File: src/rtl/scan_chain_loader.sv
// Scan-chain configuration loader: accepts config words over valid/ready and shifts them
// LSB-first into the scan chain, asserting scan_en for exactly CHAIN_LEN cycles per load.
module scan_chain_loader #(
    parameter int unsigned CHAIN_LEN = 64,
    parameter int unsigned WORD_W    = 16
) (
    input  logic              clk,
    input  logic              reset_n,
    input  logic              start,
    input  logic              abort,
    input  logic [WORD_W-1:0] cfg_data,
    input  logic              cfg_valid,
    output logic              cfg_ready,
    output logic              scan_en,
    output logic              scan_in,
    output logic              busy,
    output logic              done
);

    localparam int unsigned NWORDS    = (CHAIN_LEN + WORD_W - 1) / WORD_W;
    localparam int unsigned LAST_BITS = CHAIN_LEN - (NWORDS - 1) * WORD_W;
    localparam int unsigned BCW       = $clog2(WORD_W + 1);
    localparam int unsigned WCW       = $clog2(NWORDS + 1);

    typedef enum logic [1:0] {StIdle, StWaitWord, StShift, StDone} state_e;

    state_e            state_q, state_d;
    logic [WCW-1:0]    word_cnt_q, word_cnt_d;
    logic [BCW-1:0]    bit_cnt_q, bit_cnt_d;
    logic [BCW-1:0]    nbits_q, nbits_d;
    logic [WORD_W-1:0] shreg_q, shreg_d;
    logic              cfg_ready_q, cfg_ready_d;
    logic              scan_en_q, scan_en_d;
    logic              scan_in_q, scan_in_d;
    logic              busy_q, busy_d;
    logic              done_q, done_d;
    logic              accept;
    logic              last_word;

    // A word offered in the same cycle as abort must not look accepted to the host.
    assign cfg_ready = cfg_ready_q & ~abort;
    assign scan_en   = scan_en_q;
    assign scan_in   = scan_in_q;
    assign busy      = busy_q;
    assign done      = done_q;

    assign accept    = (state_q == StWaitWord) && cfg_ready_q && cfg_valid && !abort;
    assign last_word = (word_cnt_q == WCW'(NWORDS - 1));

    always_comb begin
        state_d    = state_q;
        word_cnt_d = word_cnt_q;
        bit_cnt_d  = bit_cnt_q;
        nbits_d    = nbits_q;
        shreg_d    = shreg_q;
        scan_in_d  = scan_in_q;

        unique case (state_q)
            StIdle: begin
                if (start && !abort) begin
                    state_d    = StWaitWord;
                    word_cnt_d = '0;
                end
            end
            StWaitWord: begin
                if (abort) begin
                    state_d = StIdle;
                end else if (accept) begin
                    state_d   = StShift;
                    scan_in_d = cfg_data[0];
                    shreg_d   = cfg_data >> 1;
                    bit_cnt_d = '0;
                    nbits_d   = last_word ? BCW'(LAST_BITS) : BCW'(WORD_W);
                end
            end
            StShift: begin
                // bit_cnt_q is the index of the bit currently presented on scan_in.
                if (abort) begin
                    state_d = StIdle;
                end else if (bit_cnt_q == nbits_q - BCW'(1)) begin
                    if (last_word) begin
                        state_d = StDone;
                    end else begin
                        state_d    = StWaitWord;
                        word_cnt_d = word_cnt_q + WCW'(1);
                    end
                end else begin
                    scan_in_d = shreg_q[0];
                    shreg_d   = shreg_q >> 1;
                    bit_cnt_d = bit_cnt_q + BCW'(1);
                end
            end
            StDone: begin
                state_d = StIdle;
            end
            default: begin
                state_d = StIdle;
            end
        endcase

        if (state_d != StShift) begin
            scan_in_d = 1'b0;
        end
        cfg_ready_d = (state_d == StWaitWord);
        scan_en_d   = (state_d == StShift);
        busy_d      = (state_d != StIdle);
        done_d      = (state_d == StDone);
    end

    always_ff @(posedge clk or negedge reset_n) begin
        if (!reset_n) begin
            state_q     <= StIdle;
            word_cnt_q  <= '0;
            bit_cnt_q   <= '0;
            nbits_q     <= '0;
            shreg_q     <= '0;
            cfg_ready_q <= 1'b0;
            scan_en_q   <= 1'b0;
            scan_in_q   <= 1'b0;
            busy_q      <= 1'b0;
            done_q      <= 1'b0;
        end else begin
            state_q     <= state_d;
            word_cnt_q  <= word_cnt_d;
            bit_cnt_q   <= bit_cnt_d;
            nbits_q     <= nbits_d;
            shreg_q     <= shreg_d;
            cfg_ready_q <= cfg_ready_d;
            scan_en_q   <= scan_en_d;
            scan_in_q   <= scan_in_d;
            busy_q      <= busy_d;
            done_q      <= done_d;
        end
    end

endmodule

File: config.mk
export PLATFORM = sky130hd
export DESIGN_NAME = scan_chain_loader
export DESIGN_NICKNAME = d
export VERILOG_FILES = /design/src/rtl/scan_chain_loader.sv
export SDC_FILE = /design/constraint.sdc
export NUM_CORES = 1
export LEC_CHECK = 0
export ABC_CLOCK_PERIOD_IN_PS = 2300
export CAP_MARGIN = 25
export CELL_PAD_IN_SITES_DETAIL_PLACEMENT = 1
export CELL_PAD_IN_SITES_GLOBAL_PLACEMENT = 2
export CORE_MARGIN = 2
export CORE_UTILIZATION = 33
export CTS_CLUSTER_DIAMETER = 80
export DETAILED_ROUTE_END_ITERATION = 6
export HOLD_SLACK_MARGIN = 0.03
export PLACE_DENSITY_LB_ADDON = 0.1
export REMOVE_ABC_BUFFERS = 1
export SETUP_SLACK_MARGIN = 0.02
export SLEW_MARGIN = 20
export SYNTH_ARGS = -nofsm -noshare
export SYNTH_HDL_FRONTEND = slang
export SYNTH_SLANG_ARGS = --single-unit
export TNS_END_PERCENT = 50
File: constraint.sdc
create_clock -name clk -period 2.3 [get_ports clk]
set_clock_uncertainty 0.15 [all_clocks]
set_input_delay 0.345 -clock clk [delete_from_list [all_inputs] [get_ports clk]]
set_output_delay 0.345 -clock clk [all_outputs]
set_load 0.05 [all_outputs]
==> results.cfg, run 1 <==
[route]
drcViolationCount = 0
drt-pass1-iter-count = 4
via_count = 1173
wl_per_cell_um = 15.6
viasPerCell = 5.21
drt_wl_total_mm = 3.51
ant_nets = 0
drt_iter0_drc = 54

[synth]
yosys_warnings = 0
synthCells = 143
ys_types = 36
yosysSeqAreaShare_pct = 50.7
yosysTopAreaCell = dfrtp_1
synth_top_area_share_pct = 50.7
synth.area.top_cells = dfrtp_1, mux2i_1, o21ai_0
syn_area_per_cell_um2 = 10.7
syn-cell-area_mm2 = 0.00153
ys_seq_elements = 31

[clock_tree]
clockRootBuffer = clkbuf_8
post_cts_resize_count = 0
clk_path_buf_depth = 2
clk_pin_slew_ns = 0.06
cts_tree = yes
hold_buffers = 0
clock_latency_ns = 0.28
h-tree-depth = 2
cts_buffers = 5
cts.sinks = 31
post_cts_buffers = 0

[critical_path]
critPathKind = reg -> reg
startpoint_type = flop
critPathMaxFanout = 19
r2r_cells = 5
critPathRequiredTime_ns = 2.36
end_kind = flop
critPathArrivalTime_ns = 2.06

[sta]
post-route-min-period_ns = 2.00
setup_viol = 0
fmax_ghz = 0.499
setup-tns-final_ns = 0
drv_slew = 0
timing_worst_slew_pin_value_ns = 0.825
timing.final.crit_share_pct = 87.1
worst_slew_margin_rel_pct = 45.0
final_hold_viol_count = 0
rsz0062_at_grt = no

[place]
dp_cells = 217
portBuffers = 25
dpl.hpwl_mm = 2.49
routabilityCongestion = 0.711

[grt]
met1_usage_pct = 19.6
grtUsageTotal_pct = 15.2
use_met2_pct = 24.8
met3_usage_pct = 4.31
overflow = 0
grt_first_pass_wirelength_mm = 6.13
grt_max_degree = 32
antenna_found_initial = 0
grt_pass1_vias = 1263
top_usage_layer = met2

[layout]
stdcell_count = 225
syn2layout_area_growth_pct = 26.2
antennaDiodeCount = 0
multi_input_area_um2 = 698
layout_commonest_cell = dfrtp_1
nNetsFinal = 196
fillCellCount = 497
final_cell_mix = dfrtp_1, clkdlybuf4s50_1, mux2i_1, o21ai_0, nand3_1
register_area_um2 = 776
drive_above_1_share_pct = 11.6

[die]
ios = 26
fp.dieH_um = 72.1
rows = 24
die_w_um = 72.1
dieArea_mm2 = 0.00519
start_util_pct = 34.6
core_mm2 = 0.00441

[power]
ir_worst_vdd_v = 0.000338
p_leak_nw = 0.840
p_per_area_mw_per_mm2 = 701

[run]
max_cap_viol_count = 0

[min_path]
hold_class = in -> async

[status]
status = complete, no violations
## worst max-delay path: stages, from the launching register on
cell,delay [ns]
dfrtp_1,0.40
ha_1,0.20
nand3_2,0.16
o21ai_2,0.71
o22ai_1,0.20
nor2_1,0.12
## state kept, by name, summed over array words and instances, names as in the netlist
register / flops
shreg_q: 15
bit_cnt_q: 5
word_cnt_q: 3
state_q: 2
busy: 1
cfg_ready_q: 1
done: 1
nbits_q: 1
scan_en: 1
scan_in: 1
## cell families after synthesis
family / after synthesis / share of synthesized area, %
AND/OR/NAND/NOR: 51 / 19.3
flip-flops: 31 / 50.7
AO/OA/AOI/OAI: 26 / 9.98
multiplexers: 19 / 12.8
buffers and inverters: 12 / 3.60
adder cells (fa/ha/maj): 3 / 2.46
XOR/XNOR: 1 / 1.06
## through the flow
step	util (%)	setup WS, ns	area (um2)	total power, mW	hold slack, ns
floorplan	-	0.301	1490	0.846	-0.101
global placement	41.9	0.144	1850	0.938	0.330
detailed placement	41.9	0.0463	1850	0.956	0.344
CTS	43.7	0.265	1930	1.38	0.325
global route	43.7	0.0966	1930	1.44	0.347
finish	43.7	0.298	1930	1.35	0.313
## synthesized netlist by cell type, drive strengths merged
cell	instances
ha	3
nand3	16
xnor2	1
nor2b	3
a22o	2
nor3b	1
nor4b	1
nor3	6
inv	5
o22ai	1
o21ai	18
o211ai	1
and4b	1
mux2i	17
nand4	1
o21a	1
or3	1
a21oi	1
nor2	8
buf	6
dfrtp	31
nor4bb	1
o31ai	1
o21bai	1
nand2b	3
nand3b	1
and2b	1
mux2	2
clkbuf	1
nand2	7
## report_power, final
| part | internal (mW) | leakage (nW) | switching (mW) |
|---|---|---|---|
| clock network | 0.212 | 0.0422 | 0.198 |
| logic | 0.113 | 0.392 | 0.105 |
| registers | 0.654 | 0.405 | 0.0710 |
## per-layer routing
layer | part of all wire, % | up-vias
met5 | 0 | -
met4 | 1.4 | 0
met3 | 3.4 | 6
met2 | 49 | 17
met1 | 46 | 584
li1 | - | 566
## path summary, 6_finish.rpt
check                              from           end  slack [ns]
setup / recovery           bit_cnt_q[0]    shreg_q[0]        0.30
min in group clk           bit_cnt_q[3]  bit_cnt_q[3]        0.35
max in group asynchronous       reset_n    state_q[0]        1.40
setup reg to reg           bit_cnt_q[0]    shreg_q[0]        0.30
hold reg to reg            bit_cnt_q[3]  bit_cnt_q[3]        0.35
hold / removal                  reset_n  bit_cnt_q[0]        0.31
## cell type report
cell class	instances	share of cell area (%)
well taps	52	3.37
clock buffers	7	3.96
flip-flops and latches	31	40.2
multi-input cells	100	36.2
repair buffers	29	15.0
clock inverters	1	0.259
inverters	5	0.973
No activity file was read; power rests on OpenSTA's default activity.
==> inputs of run 2 (changes only) <==
--- a/config.mk
+++ b/config.mk
@@ -15,7 +15,6 @@
 export DETAILED_ROUTE_END_ITERATION = 6
 export HOLD_SLACK_MARGIN = 0.03
 export PLACE_DENSITY_LB_ADDON = 0.1
-export REMOVE_ABC_BUFFERS = 1
 export SETUP_SLACK_MARGIN = 0.02
 export SLEW_MARGIN = 20
 export SYNTH_ARGS = -nofsm -noshare
==> results.cfg, run 2 (synthesis results as in run 1) <==
[clock_tree]
post_cts_buffers = 0
clockRootBuffer = clkbuf_8
clk_path_buf_depth = 2
post_cts_resize_count = 0
h-tree-depth = 2
clock_latency_ns = 0.28
cts_buffers = 5
hold_buffers = 0
clk_pin_slew_ns = 0.07
cts_tree = yes
cts.sinks = 31

[sta]
drv_slew = 0
final_hold_viol_count = 0
fmax_ghz = 0.506
setup_viol = 0
worst_slew_margin_rel_pct = 66.8
timing.final.crit_share_pct = 86.0
timing_worst_slew_pin_value_ns = 0.497
rsz0062_at_grt = no
setup-tns-final_ns = 0
post-route-min-period_ns = 1.98

[layout]
final_cell_mix = dfrtp_1, clkdlybuf4s50_1, mux2i_1, o21ai_0, nand3_1
largest_registers = shreg_q x15, bit_cnt_q x5, word_cnt_q x3
largest_reg_flops = 15
fillCellCount = 486
layout_commonest_cell = dfrtp_1
postLayoutCellArea_mm2 = 0.00199
nNetsFinal = 200
drive_above_1_share_pct = 14.1
antennaDiodeCount = 0
max_flop_register = shreg_q
syn2layout_area_growth_pct = 30.2

[die]
dieArea_mm2 = 0.00519
rows = 24
ios = 26
start_util_pct = 34.6
core_mm2 = 0.00441
fp.dieH_um = 72.1
die_w_um = 72.1

[run]
max_cap_viol_count = 0

[grt]
overflow = 0
antenna_found_initial = 0
grt_pass1_vias = 1292
grtUsageTotal_pct = 15.4
grt_first_pass_wirelength_mm = 6.22
grt_max_degree = 32

[critical_path]
critical_path.max_stage_delay_ns = 0.43
crit_top_cell = ha_1
r2r_slack_ns = 0.32
critPathMaxFanout = 4
critPathRequiredTime_ns = 2.34
critPathArrivalTime_ns = 2.02
critPathSlowestCell = dfrtp_1
startpoint_type = flop
r2r_cells = 5
r2r_end = word_cnt_q[2]
r2r_start = word_cnt_q[0]
critPathKind = reg -> reg
end_kind = flop
worstPathCellList = ha_1 > ha_1 > or3_4 > nor3_2 > mux2i_1

[power]
p_per_area_mw_per_mm2 = 710
p_leak_nw = 0.876
power_mw = 1.41
pwr-share-comb_pct = 16.0
p_int_mw = 1.04
ir_worst_vdd_v = 0.000348
p_switching_mw = 0.370
sequentialPowerShare_pct = 51.1
sw_frac_of_total_pct = 26.2
p_clk_share_pct = 32.9

[route]
wl_per_cell_um = 15.6
viasPerCell = 5.18
drt_iter0_drc = 60
via_count = 1186
ant_nets = 0
drt-pass1-iter-count = 2
drcViolationCount = 0
drt_wl_total_mm = 3.58

[synth]
synth_nets = 167

[min_path]
hold_class = in -> async

[place]
portBuffers = 25
routabilityCongestion = 0.845
dpl.hpwl_mm = 2.59
placed_area_mm2 = 0.00189

[status]
status = complete, no violations
run 2: cell types whose count changed in the layout (fill, tap and decap cells not counted):
cell and change:
clkinv_2 -1, clkbuf_1 -1, clkbuf_8 +2, buf_4 +3, buf_12 +1
run 2: metal layers:
layer | global-route usage [%] | wire length (um) | share of wire, % | vias up
met1 | 21.6 | 1760 | 49 | 591
li1 | - | - | - | 575
met5 | 0 | 0 | 0 | -
met3 | 3.06 | 135 | 3.8 | 4
met2 | 23.8 | 1650 | 46 | 16
met4 | 5.24 | 38 | 1.1 | 0
run 2: worst max-delay path by stage:
stage          cells after the start             to  slack [ns]     startpoint
2_1_floorplan                      4        scan_in        0.42          abort
3_3_place_gp                       5    shreg_q[10]        0.24          abort
3_5_place_dp                       5     shreg_q[4]        0.15          abort
4_1_cts                            5  word_cnt_q[2]        0.30  word_cnt_q[0]
5_1_grt                            6    cfg_ready_q        0.22   bit_cnt_q[0]
6_report                           5  word_cnt_q[2]        0.32  word_cnt_q[0]
run 2: stage by stage:
| stage | setup slack (ns) | util [%] | std cells | hold WS [ns] |
|---|---|---|---|---|
| 2_1_floorplan | 0.415 | - | 143 | -0.101 |
| 3_3_place_gp | 0.239 | 42.8 | 221 | 0.334 |
| 3_5_place_dp | 0.152 | 42.8 | 221 | 0.348 |
| 4_1_cts | 0.299 | 45.1 | 229 | 0.338 |
| 5_1_grt | 0.223 | 45.1 | 229 | 0.357 |
| 6_report | 0.322 | 45.1 | 229 | 0.321 |
run 2: power groups by stage:
stage	logic, mW	registers [mW]	clock network [mW]
after floorplan	0.130	0.719	0
after global placement	0.217	0.725	0
after detailed placement	0.232	0.733	0
after CTS	0.233	0.723	0.483
after global routing	0.263	0.739	0.511
final	0.226	0.723	0.465
run 2: layout make-up:
type	count	area, um2	area share, %
Clock buffer	8	100	5.03
Inverter	5	18.8	0.943
Multi-Input combinational cell	100	698	35.1
Sequential cell	31	776	39.0
Tap cell	52	65.1	3.27
Timing Repair Buffer	33	333	16.7
run 2: worst max-delay path: cells and delay by family, from the launching register on:
kind / cells / cell delay (ns)
and+or+nand+nor: 2 / 0.66
DFF: 1 / 0.43
adders and majority gates: 2 / 0.41
muxes: 1 / 0.24
